File: config.mk
export PLATFORM = sky130hd
export DESIGN_NAME = imuldiv_muldiv_arbiter_flat
export DESIGN_NICKNAME = d
export VERILOG_FILES = /design/src/rtl/imuldiv_muldiv_arbiter_pkg.sv /design/src/rtl/imuldiv_muldiv_arbiter_if.sv /design/src/rtl/imuldiv_muldiv_tag_queue.sv /design/src/rtl/imuldiv_muldiv_arbiter.sv /design/src/flat_wrapper.sv
export SDC_FILE = /design/constraint.sdc
export NUM_CORES = 1
export LEC_CHECK = 0
export ABC_AREA = 1
export CORE_AREA = 2 2 157 159
export CTS_CLUSTER_SIZE = 30
export DETAILED_ROUTE_END_ITERATION = 7
export DIE_AREA = 0 0 159 161
export HOLD_SLACK_MARGIN = 0.1
export PLACE_DENSITY = 0.47
export SLEW_MARGIN = 5
export SYNTH_ARGS = -nofsm -noshare
export SYNTH_HDL_FRONTEND = slang
export SYNTH_SLANG_ARGS = --single-unit
File: constraint.sdc
create_clock -name clk -period 4.1 [get_ports clk]
set_input_delay 0.82 -clock clk [delete_from_list [all_inputs] [get_ports clk]]
set_output_delay 0.82 -clock clk [all_outputs]
set_load 0.01 [all_outputs]
File: src/rtl/imuldiv_muldiv_arbiter_pkg.sv
// Shared constants and types for the two-port muldiv arbiter.
//   - function encodings of the muldiv request
//   - request/response message widths (67 / 64)
//   - port count and owner tag width
package imuldiv_muldiv_arbiter_pkg;

   localparam int IMULDIV_PORTS = 2;
   localparam int TAG_W         = 1;
   localparam int FN_W          = 3;
   localparam int DATA_W        = 32;
   localparam int REQ_MSG_W     = FN_W + 2 * DATA_W;
   localparam int RESP_MSG_W    = 2 * DATA_W;

   typedef enum logic [FN_W-1:0] {
      FN_MUL  = 3'd0,
      FN_DIV  = 3'd1,
      FN_DIVU = 3'd2,
      FN_REM  = 3'd3,
      FN_REMU = 3'd4
   } muldiv_fn_e;

   typedef logic [TAG_W-1:0] port_tag_t;

   function automatic port_tag_t other_port(input port_tag_t p);
      return ~p;
   endfunction

endpackage

File: src/rtl/imuldiv_muldiv_arbiter_if.sv
// Request/response channel pair of one muldiv port.
//   req_msg_fn/a/b, req_val, req_rdy : request message and handshake
//   resp_msg_result, resp_val, resp_rdy : 64-bit result and handshake
// master: the side that issues requests and consumes results.
// slave : the side that executes requests and returns results.
interface imuldiv_muldiv_arbiter_if;
   import imuldiv_muldiv_arbiter_pkg::*;

   logic [FN_W-1:0]       req_msg_fn;
   logic [DATA_W-1:0]     req_msg_a;
   logic [DATA_W-1:0]     req_msg_b;
   logic                  req_val;
   logic                  req_rdy;
   logic [RESP_MSG_W-1:0] resp_msg_result;
   logic                  resp_val;
   logic                  resp_rdy;

   modport master (
      output req_msg_fn, req_msg_a, req_msg_b, req_val,
      input  req_rdy,
      input  resp_msg_result, resp_val,
      output resp_rdy
   );

   modport slave (
      input  req_msg_fn, req_msg_a, req_msg_b, req_val,
      output req_rdy,
      output resp_msg_result, resp_val,
      input  resp_rdy
   );

endinterface

File: src/rtl/imuldiv_muldiv_tag_queue.sv
// In-order owner tag queue: DEPTH-entry circular FIFO of port tags.
//   clk, reset          : clock, async active-high reset
//   push / push_tag     : enqueue the owner of an accepted request
//   pop                 : dequeue the head when its result is delivered
//   head_tag            : owner of the oldest outstanding request
//   full / empty / count: occupancy status
// A push while full or a pop while empty is ignored, so count never wraps.
module imuldiv_muldiv_tag_queue
   import imuldiv_muldiv_arbiter_pkg::*;
#(
   parameter int DEPTH = 2,
   parameter int CNT_W = 2
) (
   input  logic             clk,
   input  logic             reset,
   input  logic             push,
   input  port_tag_t        push_tag,
   input  logic             pop,
   output port_tag_t        head_tag,
   output logic             full,
   output logic             empty,
   output logic [CNT_W-1:0] count
);

   localparam int PTR_W = (DEPTH > 1) ? $clog2(DEPTH) : 1;

   port_tag_t        slots_q [DEPTH];
   logic [PTR_W-1:0] wr_ptr_q;
   logic [PTR_W-1:0] rd_ptr_q;
   logic [CNT_W-1:0] cnt_q;
   logic             do_push;
   logic             do_pop;

   function automatic logic [PTR_W-1:0] ptr_inc(input logic [PTR_W-1:0] p);
      return (p == PTR_W'(DEPTH - 1)) ? '0 : p + 1'b1;
   endfunction

   assign full     = (cnt_q == CNT_W'(DEPTH));
   assign empty    = (cnt_q == '0);
   assign do_push  = push && !full;
   assign do_pop   = pop && !empty;
   assign head_tag = slots_q[rd_ptr_q];
   assign count    = cnt_q;

   always_ff @(posedge clk or posedge reset) begin
      if (reset) begin
         wr_ptr_q <= '0;
         rd_ptr_q <= '0;
         cnt_q    <= '0;
         for (int i = 0; i < DEPTH; i++) slots_q[i] <= '0;
      end else begin
         if (do_push) begin
            slots_q[wr_ptr_q] <= push_tag;
            wr_ptr_q          <= ptr_inc(wr_ptr_q);
         end
         if (do_pop) rd_ptr_q <= ptr_inc(rd_ptr_q);
         case ({do_push, do_pop})
            2'b10:   cnt_q <= cnt_q + 1'b1;
            2'b01:   cnt_q <= cnt_q - 1'b1;
            default: cnt_q <= cnt_q;
         endcase
      end
   end

endmodule

File: src/rtl/imuldiv_muldiv_arbiter.sv
// Shares one iterative muldiv unit between two requesters.
//   clk, reset : clock, async active-high reset (shared with the unit)
//   port0/1    : requester channels (slave side)
//   unit       : channel to the shared muldiv unit (master side)
//   inflight   : number of accepted requests still awaiting their result
// Requests are granted round-robin; the owner of each accepted request is
// queued so results are steered back to their issuer in order. Both paths
// are purely combinational, adding no latency.
module imuldiv_muldiv_arbiter
   import imuldiv_muldiv_arbiter_pkg::*;
#(
   parameter int MAX_INFLIGHT = 2,
   parameter int CNT_W        = 2
) (
   input  logic                     clk,
   input  logic                     reset,
   imuldiv_muldiv_arbiter_if.slave  port0,
   imuldiv_muldiv_arbiter_if.slave  port1,
   imuldiv_muldiv_arbiter_if.master unit,
   output logic [CNT_W-1:0]         inflight
);

   port_tag_t  prio_q;
   port_tag_t  hold_port_q;
   logic       hold_q;
   port_tag_t  grant;
   port_tag_t  head;
   logic [1:0] val_vec;
   logic       grant_val;
   logic       full;
   logic       empty;
   logic       req_fire;
   logic       resp_fire;

   assign val_vec = {port1.req_val, port0.req_val};

   // A port that was granted but not yet accepted keeps the grant, so a
   // late-arriving pointer port cannot steal it mid-handshake.
   always_comb begin
      grant = prio_q;
      if (hold_q && val_vec[hold_port_q]) begin
         grant = hold_port_q;
      end else if (val_vec[prio_q]) begin
         grant = prio_q;
      end else if (val_vec[other_port(prio_q)]) begin
         grant = other_port(prio_q);
      end
   end

   assign grant_val = val_vec[grant];

   // Full blocks the grant even if the head pops this cycle.
   assign unit.req_val    = grant_val && !full;
   assign unit.req_msg_fn = (grant == 1'b1) ? port1.req_msg_fn : port0.req_msg_fn;
   assign unit.req_msg_a  = (grant == 1'b1) ? port1.req_msg_a  : port0.req_msg_a;
   assign unit.req_msg_b  = (grant == 1'b1) ? port1.req_msg_b  : port0.req_msg_b;

   assign port0.req_rdy = grant_val && (grant == 1'b0) && unit.req_rdy && !full;
   assign port1.req_rdy = grant_val && (grant == 1'b1) && unit.req_rdy && !full;

   assign port0.resp_val        = unit.resp_val && !empty && (head == 1'b0);
   assign port1.resp_val        = unit.resp_val && !empty && (head == 1'b1);
   assign port0.resp_msg_result = unit.resp_msg_result;
   assign port1.resp_msg_result = unit.resp_msg_result;
   assign unit.resp_rdy         = !empty && ((head == 1'b1) ? port1.resp_rdy : port0.resp_rdy);

   assign req_fire  = unit.req_val && unit.req_rdy;
   assign resp_fire = unit.resp_val && unit.resp_rdy;

   always_ff @(posedge clk or posedge reset) begin
      if (reset) begin
         prio_q      <= '0;
         hold_q      <= 1'b0;
         hold_port_q <= '0;
      end else begin
         if (req_fire) prio_q <= other_port(grant);
         hold_q      <= grant_val && !req_fire;
         hold_port_q <= grant;
      end
   end

   imuldiv_muldiv_tag_queue #(
      .DEPTH (MAX_INFLIGHT),
      .CNT_W (CNT_W)
   ) u_tag_queue (
      .clk      (clk),
      .reset    (reset),
      .push     (req_fire),
      .push_tag (grant),
      .pop      (resp_fire),
      .head_tag (head),
      .full     (full),
      .empty    (empty),
      .count    (inflight)
   );

endmodule
File: src/flat_wrapper.sv
// flat-port wrapper written by rule: the top's interface ports become plain ports
module imuldiv_muldiv_arbiter_flat import imuldiv_muldiv_arbiter_pkg::*;
#(
   parameter int MAX_INFLIGHT = 2,
   parameter int CNT_W        = 2
)
  (clk, reset, inflight, port0_req_msg_fn, port0_req_msg_a, port0_req_msg_b, port0_req_val, port0_req_rdy, port0_resp_msg_result, port0_resp_val, port0_resp_rdy, port1_req_msg_fn, port1_req_msg_a, port1_req_msg_b, port1_req_val, port1_req_rdy, port1_resp_msg_result, port1_resp_val, port1_resp_rdy, unit_req_msg_fn, unit_req_msg_a, unit_req_msg_b, unit_req_val, unit_req_rdy, unit_resp_msg_result, unit_resp_val, unit_resp_rdy);
  imuldiv_muldiv_arbiter_if port0_i ();
  imuldiv_muldiv_arbiter_if port1_i ();
  imuldiv_muldiv_arbiter_if unit_i ();
  input  logic clk;
  input  logic reset;
  output logic [CNT_W-1:0] inflight;
  input wire logic [$bits(port0_i.req_msg_fn)-1:0] port0_req_msg_fn;
  input wire logic [$bits(port0_i.req_msg_a)-1:0] port0_req_msg_a;
  input wire logic [$bits(port0_i.req_msg_b)-1:0] port0_req_msg_b;
  input wire logic [$bits(port0_i.req_val)-1:0] port0_req_val;
  output wire logic [$bits(port0_i.req_rdy)-1:0] port0_req_rdy;
  output wire logic [$bits(port0_i.resp_msg_result)-1:0] port0_resp_msg_result;
  output wire logic [$bits(port0_i.resp_val)-1:0] port0_resp_val;
  input wire logic [$bits(port0_i.resp_rdy)-1:0] port0_resp_rdy;
  input wire logic [$bits(port1_i.req_msg_fn)-1:0] port1_req_msg_fn;
  input wire logic [$bits(port1_i.req_msg_a)-1:0] port1_req_msg_a;
  input wire logic [$bits(port1_i.req_msg_b)-1:0] port1_req_msg_b;
  input wire logic [$bits(port1_i.req_val)-1:0] port1_req_val;
  output wire logic [$bits(port1_i.req_rdy)-1:0] port1_req_rdy;
  output wire logic [$bits(port1_i.resp_msg_result)-1:0] port1_resp_msg_result;
  output wire logic [$bits(port1_i.resp_val)-1:0] port1_resp_val;
  input wire logic [$bits(port1_i.resp_rdy)-1:0] port1_resp_rdy;
  output wire logic [$bits(unit_i.req_msg_fn)-1:0] unit_req_msg_fn;
  output wire logic [$bits(unit_i.req_msg_a)-1:0] unit_req_msg_a;
  output wire logic [$bits(unit_i.req_msg_b)-1:0] unit_req_msg_b;
  output wire logic [$bits(unit_i.req_val)-1:0] unit_req_val;
  input wire logic [$bits(unit_i.req_rdy)-1:0] unit_req_rdy;
  input wire logic [$bits(unit_i.resp_msg_result)-1:0] unit_resp_msg_result;
  input wire logic [$bits(unit_i.resp_val)-1:0] unit_resp_val;
  output wire logic [$bits(unit_i.resp_rdy)-1:0] unit_resp_rdy;
  assign port0_i.req_msg_fn = port0_req_msg_fn;
  assign port0_i.req_msg_a = port0_req_msg_a;
  assign port0_i.req_msg_b = port0_req_msg_b;
  assign port0_i.req_val = port0_req_val;
  assign port0_req_rdy = port0_i.req_rdy;
  assign port0_resp_msg_result = port0_i.resp_msg_result;
  assign port0_resp_val = port0_i.resp_val;
  assign port0_i.resp_rdy = port0_resp_rdy;
  assign port1_i.req_msg_fn = port1_req_msg_fn;
  assign port1_i.req_msg_a = port1_req_msg_a;
  assign port1_i.req_msg_b = port1_req_msg_b;
  assign port1_i.req_val = port1_req_val;
  assign port1_req_rdy = port1_i.req_rdy;
  assign port1_resp_msg_result = port1_i.resp_msg_result;
  assign port1_resp_val = port1_i.resp_val;
  assign port1_i.resp_rdy = port1_resp_rdy;
  assign unit_req_msg_fn = unit_i.req_msg_fn;
  assign unit_req_msg_a = unit_i.req_msg_a;
  assign unit_req_msg_b = unit_i.req_msg_b;
  assign unit_req_val = unit_i.req_val;
  assign unit_i.req_rdy = unit_req_rdy;
  assign unit_i.resp_msg_result = unit_resp_msg_result;
  assign unit_i.resp_val = unit_resp_val;
  assign unit_resp_rdy = unit_i.resp_rdy;
  imuldiv_muldiv_arbiter #(.MAX_INFLIGHT(MAX_INFLIGHT), .CNT_W(CNT_W)) u_core (.clk(clk), .reset(reset), .port0(port0_i), .port1(port1_i), .unit(unit_i), .inflight(inflight));
endmodule
==> summary.md, run 1 <==
| Metric | Value |
|---|---|
| Synth area leaders | `buf_4, nand2_1, nand3_1` |
| Setup TNS | `0 ns` |
| Delay-heaviest family, CP | `buffers and inverters` |
| Die Ht | `~160 µm` |
| Crit. End Element | `primary output` |
| H-tree Lvls | `1` |
| GRT Overall Usage | `~6.5%` |
| CTS max path bufs | `2` |
| Initial antenna violation count | `0` |
| Placed Area | `approximately 0.0041 mm²` |
| Hold buffers post-CTS | `0` |
| Power Dens Cells | `380 mW/mm²` |
| MaxCap Viol Count | `0` |
| Arrival @ worst endpoint | `roughly 2.8 ns` |
| Drt first-iter violations | `approximately 100` |
| Largest net degree at the start of global routing | `between 70 and 80` |
| First-pass GRT wire length | `~14,000 µm` |
| Worst EP required | `3.28 ns` |
| Number of port buffers | `around 220` |
| Clk sinks | `9` |
| Distinct cells, synth | `25` |
| Synth Area in Compound Gates | `under 10%` |
| TritonCTS clock tree | `yes` |
| Top Ports | `a little over 400` |
| Die Span X | `159 µm` |
| Fin crit share | `87.7%` |
| Cts bufs inserted | `3` |
| Largest area contributor in the netlist | `buf_4` |
| Clk root buf | `clkbuf_16` |
| CP bufs+invs | `3` |
| Vias per cell | `roughly 3.3` |
| Post-synth top area share | `39.0%` |
| Synth Area in Adders | `less than 1%` |
| Setup Skew | `between 0.003 and 0.004 ns` |
| Final std cells w/o fill | `approximately 820` |
| Storage element area | `225 µm²` |
| Yosys warns | `0` |
| Hold Crit Class | `reg2reg` |
| Num rows | `57` |
| Initial Util | `between 10% and 20%` |
| Fill cell instance count of the final layout | `around 2,800` |
| GRT met1 Usage | `between 6 and 7%` |
| Fin area | `0.00419 mm²` |
| Drt first pass iters | `4` |
| RSZ-0062 raised after global routing | `false` |
| Mux cell area share after synthesis | `0%` |
| Synth Register Bits | `9` |
| Peak VDD IR | `roughly 230 µV` |
| Crit path max fanout | `33` |
| Fmax | `roughly 280 MHz` |
| Crit Path Class | `in2out` |
| Post-synthesis cell area | `0.00258 mm²` |
| Worst Setup Start Kind | `input port` |
| Final WL | `just over 9000 µm` |
| Remaining routing DRC violations | `0` |
| Nets | `700` |
| Worst path slowest cell | `clkdlybuf4s50_1` |
| Outcome | `finished, final reports clean` |
| Most used cell, CP | `clkdlybuf4s50_1` |
| Simple-Gate Fraction of Synth Area | `between 40% and 50%` |
| Mean Syn Cell Area | `6.20 µm²` |
| Global routing's busiest layer | `met2` |
| Worst skew pair latency | `around 0.23 ns` |
| Synthesized Nets | `623` |
| Total grt overflow | `0` |
| Seq/Total Area, Yosys | `between 8 and 9%` |
| Final HPWL DP | `between 7000 and 8000 µm` |
| Placed Instances | `812` |
| GR met3 Demand/Resource | `between 2 and 3%` |
| Reg clk slew, reported paths | `0.04 ns` |
| CP Cell Sequence | `clkdlybuf4s50_1 > o21bai_4 > buf_4 > nand3_1 > nand2_1 > clkdlybuf4s50_1` |
| Post-route ant nets | `0` |
| Leak pwr | `about 1.8 nW` |
| Max-slew violations | `0` |
| Core Box Area | `0.0240 mm²` |
| Postcts setup bufs | `0` |
| Drt wl/cell | `between 10 and 15 µm` |
| Resized Gates After CTS | `0` |
| Final GP Congestion | `about 0.68` |
| Layout cells sized above 1 | `between 7 and 8%` |
| Met2 global-route usage | `~11%` |
| CP max stage delay | `0.53 ns` |
| Worst slew pin tran | `0.377 ns` |
| Die area | `around 0.026 mm²` |
| Diode count | `0` |
| Minimum clock period | `roughly 3.6 ns` |
| Largest family of logic cells by synthesized area | `buffers and inverters` |
| Min Hold Slack | `around 0.5 ns` |
| Synth-to-Final Area Change | `62.2%` |
| Xor-xnor portion of the synthesized cell area | `under 10%` |
| Post-layout util | `approximately 17%` |
| Final Hold Fails | `0` |
| Vias in the first global route | `approximately 2,700` |
| Final Setup Violations | `0` |
| Footprint of the multi-input gates | `roughly 0.0012 mm²` |
| Slew HR | `around three quarters` |
| Vias | `about 2,700` |
| Syn Inst Count | `416` |
==> tightest hold or removal path, stage by stage (launching register included) <==
cell,delay (ns)
dfrtp_1,0.35
o21ai_1,0.07
nand2_1,0.05
==> final timing paths <==
path | startpoint | to | slack (ns) | depth (start not counted)
setup / recovery | port1_req_val | unit_req_msg_a[26] | 0.50 | 6
hold / removal | u_core.u_tag_queue.slots_q[1] | u_core.u_tag_queue.slots_q[1] | 0.50 | 2
setup reg to reg | u_core.u_tag_queue.count[0] | u_core.u_tag_queue.count[1] | 2.43 | 7
hold reg to reg | u_core.u_tag_queue.slots_q[1] | u_core.u_tag_queue.slots_q[1] | 0.50 | 2
max in group asynchronous | reset | u_core.hold_port_q | 2.96 | 2
min in group asynchronous | reset | u_core.u_tag_queue.rd_ptr_q | 0.87 | 2
==> cell usage after synthesis <==
cell type	n
inv_1	11
nand2_1	149
nand2_2	1
nand2_4	1
nand3_4	1
buf_1	1
inv_2	2
o21ai_1	2
buf_2	6
clkbuf_1	3
buf_4	134
a21oi_1	5
o21ai_0	1
or2_2	1
xor2_1	1
dfrtp_1	9
o21bai_4	1
nand3_2	21
buf_12	1
ha_1	1
nand4_1	1
xnor2_1	2
nor2_1	8
buf_6	4
nand3_1	49
==> registers in the layout (all words and copies together) (netlist names) <==
register                     count
u_core.hold_port_q               1
u_core.u_tag_queue.wr_ptr_q      1
u_core.u_tag_queue.slots_q       2
u_core.prio_q                    1
u_core.u_tag_queue.count         2
u_core.u_tag_queue.rd_ptr_q      1
u_core.hold_q                    1
==> kinds of logic (layout without fill, tap and decap cells) <==
kind of cell    count (synthesis)  after routing
fa+ha+maj                       1              1
compound gates                  9              9
flops                           9              9
simple gates                  232            232
buf+inv                       162            238
xor+xnor                        3              3
==> report_power, final <==
part / switching (mW) / total (mW) / internal [mW] / leakage (nW)
registers: 0.0395 / 0.170 / 0.131 / 0.108
logic: 0.589 / 1.25 / 0.660 / 1.68
clock network: 0.0399 / 0.170 / 0.130 / 0.0382
total: 0.668 / 1.59 / 0.920 / 1.82
==> stage by stage <==
step | setup WS, ns | power, mW
after floorplan | 1.78 | 0.911
after global placement | 0.458 | 1.44
after detailed placement | 0.479 | 1.44
after CTS | 0.465 | 1.62
after global routing | 0.382 | 1.73
final | 0.504 | 1.59
==> final cells by class <==
| class | instances | area share (%) |
|---|---|---|
| inverter | 13 | 1.17 |
| multi-input combinational | 245 | 28.4 |
| tap | 324 | 9.69 |
| timing repair buffer | 221 | 53.5 |
| clock buffer | 4 | 1.88 |
| sequential | 9 | 5.38 |
==> per-layer routing <==
layer,routed length (µm),up-vias
met2,4340,170
met4,387,0
met3,1030,51
met5,0,-
li1,-,1323
met1,3330,1113
==> placed cells by master, fill, tap and decap left out, drive strengths merged <==
cell           synthesis  routed
clkdlybuf4s50          0     216
nand2                151     151
nand3                 71      71
inv                   13      13
dfrtp                  9       9
nor2                   8       8
a21oi                  5       5
buf                  146       5
clkbuf                 3       4
o21ai                  3       3
xnor2                  2       2
xor2                   1       1
o21bai                 1       1
or2                    1       1
nand4                  1       1
ha                     1       1
Power figures use the tool's default switching activity.
==> run 2, diff against run 1 <==
--- a/config.mk
+++ b/config.mk
@@ -12,6 +12,7 @@
 export DIE_AREA = 0 0 159 161
 export HOLD_SLACK_MARGIN = 0.1
 export PLACE_DENSITY = 0.47
+export RECOVER_POWER = 100
 export SLEW_MARGIN = 5
 export SYNTH_ARGS = -nofsm -noshare
 export SYNTH_HDL_FRONTEND = slang
==> run 2 against run 1 <==
Compared with the run above:
- die area unchanged
- wire length is 0.42% lower
- flip-flop and latch count unchanged
- count of clock-buffer cells in the layout unchanged
- first-iteration DRC count fell by 7.8%
- largest power group unchanged
==> summary.md, run 2 (synthesis results as in run 1) <==
| Metric | Value |
|---|---|
| Arrival @ worst endpoint | `just under 3 ns` |
| Number of port buffers | `~220` |
| Total grt overflow | `0` |
| Resized Gates After CTS | `0` |
| Worst slew pin tran | `0.415 ns` |
| Die Ht | `between 150 and 200 µm` |
| Slew HR | `between 70 and 80%` |
| Slack of the critical path | `approximately 0.31 ns` |
| Minimum clock period | `approximately 3.8 ns` |
| CP max stage delay | `0.62 ns` |
| RSZ-0062 raised after global routing | `false` |
| Pint | `about 0.84 mW` |
| Die area | `~0.026 mm²` |
| Final WL | `between 9000 and 10,000 µm` |
| Clk root buf | `clkbuf_16` |
| Final Setup Violations | `0` |
| Drt wl/cell | `between 10 and 15 µm` |
| Core Box Area | `roughly 0.024 mm²` |
| Min Hold Slack | `about 0.5 ns` |
| Setup Skew | `0.00381 ns` |
| Most common cell after layout, fill and taps aside | `nand2_1` |
| Switch Pwr | `approximately 0.65 mW` |
| Vias per cell | `about 3.3` |
| Num rows | `57` |
| Power Dens Cells | `358 mW/mm²` |
| Sw frac | `about 44%` |
| Worst path slowest cell | `dlygate4sd3_1` |
| Peak VDD IR | `between 200 and 250 µV` |
| Clk pwr share | `11.4%` |
| Top Ports | `409` |
| Placed Area | `0.00411 mm²` |
| Placement Setup Slack | `approximately 0.48 ns` |
| Crit Path Class | `in2out` |
| Worst skew pair latency | `approximately 0.23 ns` |
| Flop pwr share | `between 10 and 15%` |
| CP bufs+invs | `3` |
| First-pass GRT wire length | `approximately 14,000 µm` |
| Final HPWL DP | `7300 µm` |
| Clk sinks | `9` |
| Drt first pass iters | `4` |
| Final std cells w/o fill | `roughly 820` |
| Diode count | `0` |
| Fin crit share | `just over 90%` |
| Reg clk slew, reported paths | `0.04 ns` |
| Final GP Congestion | `between 0.6 and 0.7` |
| Delay-heaviest family, CP | `buffers and inverters` |
| Max-slew violations | `0` |
| MaxCap Viol Count | `0` |
| Fmax | `approximately 260 MHz` |
| Vias in the first global route | `around 2,700` |
| Most frequent cells in the layout | `nand2_1, clkdlybuf4s50_1, dlygate4sd3_1, nand3_1, nand3_2` |
| Initial Util | `between 10% and 20%` |
| Fill cell instance count of the final layout | `~2,800` |
| Fin area | `0.00417 mm²` |
| Worst EP required | `about 3.3 ns` |
| Worst Setup Start Kind | `input port` |
| Final Hold Fails | `0` |
| Hold buffers post-CTS | `0` |
| Synth-to-Final Area Change | `61.5%` |
| Die Span X | `between 150 and 200 µm` |
| CP Cell Sequence | `dlygate4sd3_1 > nand3_1 > nand2_4 > buf_12 > nand2_1 > nand2_1 > dlygate4sd3_1` |
| Post-route ant nets | `0` |
| Layout cells sized above 1 | `under 10%` |
| Cts bufs inserted | `3` |
| Initial antenna violation count | `0` |
| Crit path max fanout | `72` |
| CTS max path bufs | `2` |
| Remaining routing DRC violations | `0` |
| Comb power frac | `slightly below 80%` |
| Crit. End Element | `primary output` |
| Placed Instances | `between 800 and 900` |
| Outcome | `finished, final reports clean` |
| Drt first-iter violations | `between 90 and 100` |
| Vias | `around 2,700` |
| Setup TNS | `0 ns` |
| Reg-to-reg setup timing slack | `~2.3 ns` |
| Nets | `700` |
| TritonCTS clock tree | `yes` |
| Largest net degree at the start of global routing | `73` |
| Postcts setup bufs | `0` |
| H-tree Lvls | `1` |
| Post-layout util | `around 17%` |
| Leak pwr | `1.87 nW` |
| Hold Crit Class | `reg2reg` |
| Overall Power | `between 1 and 1.5 mW` |
| GRT Overall Usage | `roughly 6.5%` |
==> run 2: cell count changes in the layout (fill, tap and decap cells not counted), sizes merged <==
cell and delta:
inv -1, clkinv +1, clkdlybuf4s50 -76, dlygate4sd3 +76
==> run 2: power groups by stage <==
stage	Clock (mW)	Combinational, mW	Sequential (mW)
final	0.170	1.15	0.170
after global placement	0	1.27	0.171
after global routing	0.180	1.28	0.177
after detailed placement	0	1.26	0.173
after CTS	0.172	1.27	0.172
after floorplan	0	0.746	0.166
==> run 2: worst register-to-register path, delay by kind of cell, from the launching register on <==
| kind | cells | cell delay (ns) |
|---|---|---|
| XOR/XNOR | 1 | 0.12 |
| adder cells (fa/ha/maj) | 1 | 0.35 |
| buffers and inverters | 1 | 0.08 |
| flip-flops | 1 | 0.43 |
| AND/OR/NAND/NOR | 4 | 0.74 |
==> run 2: path summary, 6_finish.rpt <==
path	startpoint	to	cells after the start
hold reg to reg	u_core.u_tag_queue.rd_ptr_q	u_core.u_tag_queue.rd_ptr_q	2
max in group asynchronous	reset	u_core.hold_port_q	2
setup reg to reg	u_core.u_tag_queue.count[0]	u_core.u_tag_queue.count[1]	7
setup / recovery	port1_req_val	unit_req_msg_a[28]	7
hold / removal	u_core.u_tag_queue.rd_ptr_q	u_core.u_tag_queue.rd_ptr_q	2
min in group asynchronous	reset	u_core.u_tag_queue.rd_ptr_q	2
==> run 2: cell type report <==
type	instances	area (µm²)	share of cell area [%]
Clock buffer	4	78.8	1.89
Inverter	13	48.8	1.17
Multi-Input combinational cell	245	1170	28.1
Sequential cell	9	225	5.40
Tap cell	324	405	9.73
Timing Repair Buffer	221	2240	53.7
==> run 2: metal layers <==
layer	vias to the layer above	track usage (%)	part of all wire [%]
li1	1322	-	-
met1	1113	6.82	37
met2	170	11.3	48
met3	51	2.59	11
met4	0	3.26	4.3
met5	-	0	0
